File: config.mk
export PLATFORM = sky130hd
export DESIGN_NAME = pulldown_scanner
export DESIGN_NICKNAME = d
export VERILOG_FILES = /design/src/rtl/pulldown_scanner.sv
export SDC_FILE = /design/constraint.sdc
export NUM_CORES = 1
export LEC_CHECK = 0
export CAP_MARGIN = 20
export CORE_AREA = 4 4 160 115
export DETAILED_ROUTE_END_ITERATION = 12
export DIE_AREA = 0 0 164 119
export GPL_TIMING_DRIVEN = 1
export PLACE_DENSITY = 0.84
export SLEW_MARGIN = 20
export SYNTH_ARGS = -nofsm -noshare
export SYNTH_HDL_FRONTEND = slang
export SYNTH_SLANG_ARGS = --single-unit
File: constraint.sdc
create_clock -name clk -period 9.7 [get_ports clk]
set_clock_uncertainty 0.05 [all_clocks]
set_input_delay 0.97 -clock clk [delete_from_list [all_inputs] [get_ports clk]]
set_output_delay 0.97 -clock clk [all_outputs]
set_load 0.05 [all_outputs]
File: src/rtl/pulldown_scanner.sv
`default_nettype none
`timescale 1ns / 1ps
// ============================================================================
//  Module      : pulldown_scanner
//  Description : Time-multiplexed emulated pull-down controller. Banks of pins
//                are visited round-robin: driven low briefly, released, left
//                to settle, then sampled through a two-flop synchronizer and
//                debounced per bit. Debounced changes are posted one bank at a
//                time on a valid/ready event port.
//  Revision    : 1.0 - initial release
// ============================================================================
module pulldown_scanner #(
    parameter int BANKS            = 4,
    parameter int WIDTH            = 8,
    parameter int DISCHARGE_CYCLES = 1,
    parameter int SETTLE_CYCLES    = 12,
    parameter int DEBOUNCE         = 4
) (
    input  logic                                        clk,
    input  logic                                        rst_n,
    input  logic                                        enable,
    input  logic [BANKS*WIDTH-1:0]                      pins_in,
    output logic [BANKS-1:0]                            drive_low,
    output logic [BANKS*WIDTH-1:0]                      state,
    output logic                                        evt_valid,
    output logic [((BANKS > 1) ? $clog2(BANKS) : 1)-1:0] evt_bank,
    output logic [WIDTH-1:0]                            evt_mask,
    input  logic                                        evt_ready,
    output logic                                        scan_done
);

    // ------------------------------------------------------------------------
    // Derived widths and constants
    // ------------------------------------------------------------------------
    localparam int BW   = (BANKS > 1) ? $clog2(BANKS) : 1;
    localparam int NB   = BANKS * WIDTH;
    localparam int CW   = $clog2(DEBOUNCE + 1);
    localparam int TMAX = (DISCHARGE_CYCLES > SETTLE_CYCLES) ? DISCHARGE_CYCLES : SETTLE_CYCLES;
    localparam int TW   = (TMAX > 1) ? $clog2(TMAX) : 1;

    localparam logic [BW-1:0] c_LAST_BANK  = BW'(BANKS - 1);
    localparam logic [CW-1:0] c_DB_MAX     = CW'(DEBOUNCE);
    localparam logic [CW-1:0] c_CNT_ONE    = CW'(1);
    localparam logic [TW-1:0] c_DIS_LOAD   = TW'(DISCHARGE_CYCLES - 1);
    localparam logic [TW-1:0] c_SET_LOAD   = TW'(SETTLE_CYCLES - 1);

    // FSM encoding
    localparam logic [2:0] S_IDLE      = 3'd0;
    localparam logic [2:0] S_DISCHARGE = 3'd1;
    localparam logic [2:0] S_SETTLE    = 3'd2;
    localparam logic [2:0] S_SAMPLE    = 3'd3;
    localparam logic [2:0] S_COMMIT    = 3'd4;

    // ------------------------------------------------------------------------
    // State
    // ------------------------------------------------------------------------
    logic [NB-1:0]                 r_sync1;
    logic [NB-1:0]                 r_sync2;
    logic [2:0]                    r_fsm;
    logic [BW-1:0]                 r_bank;
    logic [TW-1:0]                 r_timer;
    logic [WIDTH-1:0]              r_sample;
    logic [BANKS-1:0]              r_drive_low;
    logic                          r_scan_done;
    logic [WIDTH-1:0]              r_state_b [BANKS];
    logic [WIDTH-1:0][CW-1:0]      r_db_cnt  [BANKS];
    logic                          r_evt_valid;
    logic [BW-1:0]                 r_evt_bank;
    logic [WIDTH-1:0]              r_evt_mask;

    // ------------------------------------------------------------------------
    // Combinational signals
    // ------------------------------------------------------------------------
    logic [2:0]                    w_fsm_nxt;
    logic [BW-1:0]                 w_bank_nxt;
    logic [TW-1:0]                 w_timer_nxt;
    logic [BANKS-1:0]              w_drive_nxt;
    logic [WIDTH-1:0]              w_cur_sync;
    logic [WIDTH-1:0]              w_cur_state;
    logic [WIDTH-1:0][CW-1:0]      w_cur_cnt;
    logic [WIDTH-1:0][CW-1:0]      w_cnt_upd;
    logic [WIDTH-1:0]              w_flip;
    logic                          w_slot_free;
    logic                          w_commit;
    logic                          w_in_commit;

    // Two-flop synchronizer on every pin; runs regardless of the scan state
    always_ff @(posedge clk) begin
        if (!rst_n) begin
            r_sync1 <= '0;
            r_sync2 <= '0;
        end else begin
            r_sync1 <= pins_in;
            r_sync2 <= r_sync1;
        end
    end

    // Next-state, bank index and phase timer for the scan sequencer
    always_comb begin
        w_fsm_nxt   = r_fsm;
        w_bank_nxt  = r_bank;
        w_timer_nxt = r_timer;
        case (r_fsm)
            S_IDLE: begin
                if (enable) begin
                    w_fsm_nxt   = S_DISCHARGE;
                    w_timer_nxt = c_DIS_LOAD;
                end
            end
            S_DISCHARGE: begin
                if (r_timer == '0) begin
                    w_fsm_nxt   = S_SETTLE;
                    w_timer_nxt = c_SET_LOAD;
                end else begin
                    w_timer_nxt = r_timer - 1'b1;
                end
            end
            S_SETTLE: begin
                if (r_timer == '0) begin
                    w_fsm_nxt = S_SAMPLE;
                end else begin
                    w_timer_nxt = r_timer - 1'b1;
                end
            end
            S_SAMPLE: begin
                w_fsm_nxt = S_COMMIT;
            end
            S_COMMIT: begin
                // The bank index advances even when stopping, so a later
                // restart continues with the following bank.
                w_bank_nxt = (r_bank == c_LAST_BANK) ? '0 : r_bank + 1'b1;
                if (enable) begin
                    w_fsm_nxt   = S_DISCHARGE;
                    w_timer_nxt = c_DIS_LOAD;
                end else begin
                    w_fsm_nxt = S_IDLE;
                end
            end
            default: begin
                w_fsm_nxt = S_IDLE;
            end
        endcase
    end

    // One-hot drive pattern for the next cycle: only the bank entering or
    // staying in DISCHARGE is pulled low, everything else floats.
    always_comb begin
        w_drive_nxt = '0;
        for (int b = 0; b < BANKS; b++) begin
            if ((w_fsm_nxt == S_DISCHARGE) && (w_bank_nxt == BW'(b))) begin
                w_drive_nxt[b] = 1'b1;
            end
        end
    end

    // Sequencer registers, registered drive and end-of-scan pulse
    always_ff @(posedge clk) begin
        if (!rst_n) begin
            r_fsm       <= S_IDLE;
            r_bank      <= '0;
            r_timer     <= '0;
            r_drive_low <= '0;
            r_scan_done <= 1'b0;
        end else begin
            r_fsm       <= w_fsm_nxt;
            r_bank      <= w_bank_nxt;
            r_timer     <= w_timer_nxt;
            r_drive_low <= w_drive_nxt;
            r_scan_done <= (r_fsm == S_COMMIT) && (r_bank == c_LAST_BANK);
        end
    end

    // Select the current bank's synchronized pins, debounced state and counters
    always_comb begin
        w_cur_sync  = '0;
        w_cur_state = '0;
        w_cur_cnt   = '0;
        for (int b = 0; b < BANKS; b++) begin
            if (r_bank == BW'(b)) begin
                w_cur_sync  = r_sync2[b*WIDTH +: WIDTH];
                w_cur_state = r_state_b[b];
                w_cur_cnt   = r_db_cnt[b];
            end
        end
    end

    // Capture the settled bank value at the sample point
    always_ff @(posedge clk) begin
        if (!rst_n) begin
            r_sample <= '0;
        end else if (r_fsm == S_SAMPLE) begin
            r_sample <= w_cur_sync;
        end
    end

    // Per-bit debounce step: a disagreeing sample advances the counter
    // (saturating), an agreeing one clears it. Reaching the limit marks the
    // bit as ready to flip.
    always_comb begin
        w_cnt_upd = '0;
        w_flip    = '0;
        for (int i = 0; i < WIDTH; i++) begin
            if (r_sample[i] == w_cur_state[i]) begin
                w_cnt_upd[i] = '0;
            end else if (w_cur_cnt[i] == c_DB_MAX) begin
                w_cnt_upd[i] = w_cur_cnt[i];
            end else begin
                w_cnt_upd[i] = w_cur_cnt[i] + c_CNT_ONE;
            end
            w_flip[i] = (w_cnt_upd[i] == c_DB_MAX);
        end
    end

    // A commit only happens when the event can be posted, so a state change
    // and its report always travel together.
    assign w_in_commit = (r_fsm == S_COMMIT);
    assign w_slot_free = !r_evt_valid || evt_ready;
    assign w_commit    = w_in_commit && (w_flip != '0) && w_slot_free;

    // Debounced state and counters for the bank being committed
    always_ff @(posedge clk) begin
        if (!rst_n) begin
            for (int b = 0; b < BANKS; b++) begin
                r_state_b[b] <= '0;
                r_db_cnt[b]  <= '0;
            end
        end else if (w_in_commit) begin
            for (int b = 0; b < BANKS; b++) begin
                if (r_bank == BW'(b)) begin
                    for (int i = 0; i < WIDTH; i++) begin
                        // Without a free slot the counter stays saturated so
                        // the flip is retried on the next visit.
                        r_db_cnt[b][i] <= (w_commit && w_flip[i]) ? '0 : w_cnt_upd[i];
                    end
                    if (w_commit) begin
                        r_state_b[b] <= r_state_b[b] ^ w_flip;
                    end
                end
            end
        end
    end

    // Single-entry event slot: load on commit, clear on handshake
    always_ff @(posedge clk) begin
        if (!rst_n) begin
            r_evt_valid <= 1'b0;
            r_evt_bank  <= '0;
            r_evt_mask  <= '0;
        end else if (w_commit) begin
            r_evt_valid <= 1'b1;
            r_evt_bank  <= r_bank;
            r_evt_mask  <= w_flip;
        end else if (r_evt_valid && evt_ready) begin
            r_evt_valid <= 1'b0;
        end
    end

    // Pack per-bank debounced state onto the flat output bus
    generate
        for (genvar gb = 0; gb < BANKS; gb++) begin : g_state_pack
            assign state[gb*WIDTH +: WIDTH] = r_state_b[gb];
        end
    endgenerate

    assign drive_low = r_drive_low;
    assign scan_done = r_scan_done;
    assign evt_valid = r_evt_valid;
    assign evt_bank  = r_evt_bank;
    assign evt_mask  = r_evt_mask;

endmodule
`default_nettype wire
# ---- After elaboration in Yosys (flattened, before gate mapping)
# Memories as Yosys holds them, arrays and structs flattened.
# Cells that the tools add are included.
dict set report totals {
  regBits 97
  latch_bits 0
  ramBits 128
  mem_bits_ro 0
  output_inout_bits 48
  wordCells 250
  n_memories 2
}
# memory words word_bits read_ports rd_clocked_by_memory_dff wr line
set mem_list {}
lappend mem_list {r_db_cnt 4 24 4 0 4 66} ;# logic [WIDTH-1:0][CW-1:0] r_db_cnt [BANKS];
lappend mem_list {r_state_b 4 8 4 0 4 65} ;# logic [WIDTH-1:0] r_state_b [BANKS];
dict set report op_classes {
  addsub 10
  n_mul 0
  div_mod_pow 0
  n_lt_le_gt_ge 0
  eq_ne 37
  shifts 0
  n_mux 123
  bitwise 40
  n_reduce_logical 27
}
# cell n
set ops {}
lappend ops {{3-bit two-way mux} 59}
lappend ops {{24-bit two-way mux} 4}
lappend ops {{8-bit two-way mux} 12}
lappend ops {{3-bit equality test, second input constant} 17}
lappend ops {{1-bit two-way mux} 41}
lappend ops {{1-bit bitwise OR} 36}
lappend ops {{8-bit XOR} 4}
lappend ops {{3-bit by 1-bit adder with 3-bit output, second input constant} 8}
lappend ops {{1-bit logical AND} 16}
lappend ops {{3-bit one-hot mux with 5 select lines} 1}
lappend ops {{4-bit two-way mux} 3}
lappend ops {{4-bit one-hot mux with 3 select lines} 1}
lappend ops {{1-bit equality test} 8}
lappend ops {{2-bit equality test, second input constant} 4}
lappend ops {{8-bit nonzero test} 1}
lappend ops {{3-bit by 1-bit equality test with 1-bit output, second input constant} 2}
lappend ops {{3-bit by 2-bit equality test with 1-bit output, second input constant} 2}
lappend ops {{2-bit by 1-bit equality test with 1-bit output, second input constant} 2}
lappend ops {{2-bit logical NOT} 2}
lappend ops {{4-bit logical NOT} 1}
lappend ops {{2-bit two-way mux} 2}
lappend ops {{4-bit by 1-bit subtractor with 4-bit output, second input constant} 1}
lappend ops {{3-bit logical NOT} 1}
lappend ops {{3-bit AND reduction} 1}
lappend ops {{8 further kinds} 8}

# ---- Depth between registers and ports, before layout
# Gate-level depths: netlist of the first run.
dict set report depth {
  word_depth 18
  ltp_mapped 22
  ltp_nobuf 18
}

# ---- Least setup slack after synthesis of the first run
# OpenSTA, ideal clock, no wires.
dict set report synth_path {
  kind {register to register}
  startpoint {reg r_bank[0]}
  endpoint {mem r_state_b[0][0], enable pin}
  setup_ns 0.374
  arrival_time_ns 3.808
  t_required_ns 9.276
  slack_ns 5.468
  path_stages_with_launch 21
  n_path_buf 6
  period_less_slack_ns 4.232
  path_cell_list {dfxtp_1 > ha_1 > buf_4 > buf_2 > buf_2 > buf_1 > a21oi_1 > nor2_1 > a21oi_1 > nor2_1 > a21oi_1 > ha_1 > nor2_1 > mux2i_1 > mux2_2 > or3_1 > buf_2 > nand4_4 > o21bai_4 > buf_6 > o21ai_1}
}
# item line
set synth_lines {}
lappend synth_lines {{start, declared} 60} ;# logic [BW-1:0] r_bank;
lappend synth_lines {{start signal, assigned} 166} ;# r_bank <= w_bank_nxt;
lappend synth_lines {{end, declared} 65}

==> results of run 1 <==
-- worst paths after layout --
check / to / slack (ns) / depth (start not counted)
max: r_state_b[2][4]$_SDFFCE_PN0P_ / 4.26 / 19
min: r_sync2[28]$_SDFF_PN0_ / 0.37 / 1
max reg2reg: r_state_b[2][4]$_SDFFCE_PN0P_ / 4.26 / 19
min reg2reg: r_sync2[28]$_SDFF_PN0_ / 0.37 / 1
-- state kept, by name, indices dropped and copies added, names as in the netlist --
register and cells:
r_db_cnt 96, r_state_b 32, r_sync1 32, r_sync2 32, evt_mask 8, r_sample 8
drive_low 4, r_timer 4, r_fsm 3, evt_bank 2, r_bank 2, evt_valid 1
scan_done 1
-- layout by cell type, fill, tap and decap left out, types with 5 or more instances in the layout --
master / count
o21ai_0: 27
dfxtp_1: 97
clkbuf_16: 23
nor3_2: 26
edfxtp_1: 128
nand2_1: 64
buf_4: 13
or4_1: 8
ha_1: 20
mux2i_1: 11
o21ai_1: 5
nand3b_1: 7
and3b_1: 8
nor2_1: 150
xor2_1: 40
nor3_1: 10
nor2b_1: 12
xnor2_1: 8
a21oi_1: 57
o211a_1: 8
nor3b_1: 9
clkdlybuf4s50_1: 82
or3_1: 8
clkbuf_1: 5
inv_1: 27
o22ai_1: 16
o211ai_1: 8
a22oi_1: 12
and3_1: 19
nand3_1: 7
and2_1: 68
mux2_2: 8
a221o_1: 6
a311oi_4: 8
-- area by class of cell --
cell class | instances | area share, %
Multi-Input combinational cell | 661 | 35.5
Sequential cell | 225 | 47.9
Clock inverter | 8 | 0.580
Timing Repair Buffer | 97 | 7.76
Inverter | 28 | 0.869
Tap cell | 231 | 2.39
Clock buffer | 29 | 5.03
-- metrics by stage --
step                power [µW]  instances
floorplan                 1340        976
global placement          1420       1241
detailed placement        1430       1242
CTS                       2230       1279
global route              2320       1279
finish                    2230       1279
-- critical path: cells and delay by family (launching register included) --
kind	cells	cell delay, ns
AND/OR/NAND/NOR	6	1.21
AO/OA/AOI/OAI	5	1.13
buffers and inverters	4	1.37
flip-flops	1	0.45
multiplexers	2	0.35
adder cells (fa/ha/maj)	2	0.43
-- power breakdown --
group	internal (µW)	switching (µW)	total (µW)
logic	124	202	326
clock network	468	354	821
registers	1050	32.1	1090
total	1650	588	2230
-- routing by layer --
metal  part of all wire, %  vias to the layer above
met4                   2.2                        0
met1                    42                     3674
met2                    44                      466
li1                      -                     3519
met3                    12                       62
met5                     0                        -
-- cells by family after synthesis --
family,share of synthesized area [%]
and+or+nand+nor,21.0
DFF,55.2
AOI/OAI and AO/OA,11.1
buffers and inverters,4.17
xor gates and xnor gates,4.01
adders and majority gates,2.63
muxes,1.91
==> results_dict.tcl, run 1 <==
set metrics [dict create \
    grt_usage_pct 26.3 \
    gr-usage-met2_pct 39.6 \
    die_w_um 164 \
    yosysTopAreaCellShare_pct 36.7 \
    cp.arrival_ns 5.53 \
    final_cell_area_um2 12100 \
    syn_to_final_growth_pct 15.3 \
    drtIter0Drc 982 \
    crit_slowest_cell "o21ai_1" \
    antenna_found_initial 0 \
    post-route-drc-count 0 \
    drive_gt1_share_pct 10.4 \
    yosys_warnings 0 \
    dieArea_um2 19500 \
    first_global_vias 7304 \
    crit_fanout 52 \
    ys_ff_latch 225 \
    critPathRequiredTime_ns 9.79 \
    worst_pin_slew_ns 1.05 \
    grt_pass1_wl_mm 40.3 \
    insertedDiodeCount 0 \
    cts_htree_levels 1 \
    min_period_over_period_pct 56.1 \
    grtUsageMet1_pct 39.2 \
    hpwl_mm 16.3 \
    finalWirelength_mm 25.4 \
    wire_per_inst_um 19.8 \
    max_stage_delay_ns 0.61 \
    cap_violations 0 \
    ys_seq_area_share_pct 55.2 \
    setup_tns_ns 0 \
    fin_util_pct 71.5 \
    viasPerCell 6.04 \
    path_cells "ha_2 -> buf_4 -> inv_1 -> and3_1 -> a21oi_1 -> nor2_1 -> a21oi_1 -> nor2_1 -> a21oi_1 -> inv_1 -> ha_1 -> nor2_1 -> mux2i_1 -> mux2_2 -> or3_1 -> nand4_4 -> o21bai_4 -> buf_4 -> o21ai_1" \
    setup_viol 0 \
    dr.pass1.iters 6 \
    cts_buffer_depth 3 \
    n_fill_cell 1205 \
    ios 84 \
    cts.repair.resized 0 \
    die_h_um 119 \
    grt_start_max_net_pins 110 \
    antenna_left 0 \
    pre_cts_ws_ns 4.33 \
    layout_setup_ws_ns 4.26 \
    clkLatencyLatePin_ns 0.51 \
    finalCriticalPeriod_ns 5.44 \
    clkSinkCount 225 \
    synth-edff-count 128 \
    ir_drop_uv 172 \
    placed_cell_area_um2 11400 \
    critPathLaunchType "register" \
    min_path_type "reg2reg" \
    seq_area_um2 5790 \
    globalRouteMet3Util_pct 5.64 \
    ys_top_cells_by_count "nor2_1, edfxtp_1, dfxtp_1" \
    hold_slack_ns 0.371 \
    synth_cell_types 51 \
    clk_pin_slew_worst_paths_ns 0.07 \
    gp_congestion 0.858 \
    r2r_start "r_bank[0]$_SDFF_PN0_" \
    synth_most_common_cell "nor2_1" \
    rsz0062_at_grt "false" \
    grt_overflow_total 0 \
    cts-root-buf "clkbuf_16" \
    fp-row-count 40 \
    relSlewSlack_pct 29.6 \
    syn-num-nets 1034 \
    synth_area_um2 10500 \
    synthArstFlopShare_pct 0 \
    synth_top_flop_cell "edfxtp_1" \
    cts_tree "done" \
    coreArea_um2 16900 \
    syn_inst 976 \
    power.density_nw_per_um2 185 \
    post_cts_buffers 0 \
    portBuffers 83 \
    cts_hold_buf 0 \
    cts_buffers 21 \
    worst_setup_path_end_kind "register" \
    crit_start "r_bank[0]$_SDFF_PN0_" \
    initial_core_util_pct 62.0 \
    syn_avg_cell_area_um2 10.7 \
    final_max_slew_viol_count 0 \
    grt_busiest_layer "met2" \
    leakage_uw 0.00451 \
    nets 1092 \
    multi_input_area_um2 4290 \
    outcome "complete, no violations" \
    synthTopCellsByArea "edfxtp_1, dfxtp_1, nor2_1" \
    synth.largest_area_cell "edfxtp_1" \
    hold_violations 0 \
    hold_start "r_sync1[28]$_SDFF_PN0_" \
    clock.fmax_mhz 184 \
    crit_type "reg2reg" \
    vias 7721 \
]
(Power assumes the default switching activity.)
==> run 2, diff against run 1 <==
- CORE_AREA: 4 4 160 115 -> 4 4 174 125
- DIE_AREA: 0 0 164 119 -> 0 0 178 129
- PLACE_DENSITY: 0.84 -> 0.76
- clock period: 9.7 -> 5 ns (I/O delays scaled with it)
==> results_dict.tcl, run 2 (same netlist as run 1, synthesis figures left out) <==
set metrics [dict create \
    grt_busiest_layer "met2" \
    r2r_start "r_bank[0]$_SDFF_PN0_" \
    setup_viol 0 \
    cap_violations 0 \
    largest_reg_flops 96 \
    cts_htree_levels 1 \
    rrSetupSlack_ns 0.52 \
    critical_path.top_delay_family "simple AND/OR/NAND/NOR gates" \
    hold_violations 0 \
    grt_start_max_net_pins 82 \
    finalWirelength_mm 26.6 \
    cts_hold_buf 0 \
    multi_input_area_um2 4310 \
    clkSinkCount 225 \
    post_cts_buffers 0 \
    min_path_type "reg2reg" \
    top_register "r_db_cnt" \
    cts_buffer_depth 3 \
    path_cells "inv_1 -> ha_2 -> buf_4 -> nand2b_1 -> o22ai_1 -> a21oi_1 -> xnor2_1 -> or3_1 -> nand4_4 -> o21bai_4 -> buf_4 -> nor3_1" \
    crit_path_end "r_state_b[3][0]$_SDFFCE_PN0P_" \
    coreArea_um2 19900 \
    nets 1106 \
    leakage_uw 0.00461 \
    vias 7671 \
    n_fill_cell 1553 \
    r2r_end "r_state_b[3][0]$_SDFFCE_PN0P_" \
    finalCriticalPeriod_ns 4.48 \
    die_h_um 129 \
    max_stage_delay_ns 0.52 \
    rr_worst_depth 12 \
    hpwl_mm 17.5 \
    initial_core_util_pct 52.8 \
    crit_fanout 22 \
    cts-root-buf "clkbuf_16" \
    cp.arrival_ns 4.68 \
    wire_per_inst_um 20.0 \
    ir_drop_uv 271 \
    rsz0062_at_grt "false" \
    clk_pin_slew_worst_paths_ns 0.07 \
    crit_type "reg2reg" \
    drtIter0Drc 703 \
    setup_tns_ns 0 \
    ios 84 \
    antenna_left 0 \
    crit_start "r_bank[0]$_SDFF_PN0_" \
    grt_overflow_total 0 \
    drive_gt1_share_pct 12.1 \
    outcome "complete, no violations" \
    layout.cells.non_filler 1334 \
    cp.depth 12 \
    gr-usage-met2_pct 36.1 \
    cpMostUsedCell "buf_4" \
    dieArea_um2 23000 \
    worst_setup_path_end_kind "register" \
    critPathRequiredTime_ns 5.20 \
    antenna_found_initial 0 \
    clkLatencyLatePin_ns 0.51 \
    relSlewSlack_pct 31.2 \
    cts_buffers 22 \
    dr.pass1.iters 5 \
    final_max_slew_viol_count 0 \
    viasPerCell 5.75 \
    cts_tree "done" \
    cts.repair.resized 0 \
    post-route-drc-count 0 \
    power.density_nw_per_um2 364 \
    insertedDiodeCount 0 \
    seq_area_um2 5790 \
    fp-row-count 43 \
    min_period_over_period_pct 89.6 \
    final_common_cell "nor2_1" \
    cp_num_buf_inv 3 \
    die_w_um 178 \
    grt_pass1_wl_mm 41.4 \
    crit_slowest_cell "o21bai_4" \
    grt_usage_pct 23.2 \
    final_cell_mix "nor2_1, edfxtp_1, dfxtp_1, clkdlybuf4s50_1, and2_1" \
    total_power_uw 4480 \
    dp.cells 1294 \
    critPathLaunchType "register" \
    syn_to_final_growth_pct 17.5 \
    worst_pin_slew_ns 1.03 \
    first_global_vias 7421 \
    gp_congestion 0.913 \
    clock.fmax_mhz 223 \
    grtUsageMet1_pct 33.1 \
    portBuffers 83 \
    globalRouteMet3Util_pct 5.84 \
]
-- run 2: changes by cell type in the layout (fill, tap and decap cells not counted), sizes merged --
cell	before	now
buf	15	28
clkbuf	29	28
clkinv	4	6
inv	30	32
-- run 2: power breakdown --
group / switching, µW / internal [µW] / leakage (µW)
Clock: 729 / 991 / 0.000378
Sequential: 64.4 / 2050 / 0.00212
Combinational: 401 / 247 / 0.00211
Total: 1190 / 3280 / 0.00461
-- run 2: metal layers --
metal / part of all wire (%) / vias to the layer above / wire (µm)
met1: 43 / 3670 / 11500
li1: - / 3547 / -
met3: 11 / 45 / 2890
met4: 1.9 / 0 / 504
met2: 44 / 409 / 11700
met5: 0 / - / 0
-- run 2: how the worst min path moves through the flow --
stage                            from  depth (start not counted)                      to  slack, ns
4_1_cts        r_sync1[12]$_SDFF_PN0_                          1  r_sync2[12]$_SDFF_PN0_       0.38
2_1_floorplan   r_sync1[0]$_SDFF_PN0_                          1   r_sync2[0]$_SDFF_PN0_       0.36
3_3_place_gp   r_sync1[11]$_SDFF_PN0_                          1  r_sync2[11]$_SDFF_PN0_       0.37
3_5_place_dp    r_sync1[5]$_SDFF_PN0_                          1   r_sync2[5]$_SDFF_PN0_       0.37
6_report       r_sync1[12]$_SDFF_PN0_                          1  r_sync2[12]$_SDFF_PN0_       0.38
5_1_grt        r_sync1[14]$_SDFF_PN0_                          1  r_sync2[14]$_SDFF_PN0_       0.39
-- run 2: cell type report --
type                       instances  area share, %
clock buffer                      28           5.34
clock inverter                    12          0.752
inverter                          28          0.853
multi-input combinational        661           35.0
sequential                       225           47.0
tap                              270           2.74
timing repair buffer             110           8.35
-- run 2: metrics by stage --
| stage | utilization (%) | setup slack [ns] | hold slack [ns] | cell area [µm²] |
|---|---|---|---|---|
| after global routing | 62.0 | 0.257 | 0.389 | 12300 |
| after CTS | 62.0 | 0.345 | 0.378 | 12300 |
| final | 62.0 | 0.519 | 0.376 | 12300 |
| after global placement | 58.2 | 0.499 | 0.366 | 11600 |
| after detailed placement | 58.2 | 0.375 | 0.369 | 11600 |
| after floorplan | - | 0.768 | 0.362 | 10500 |
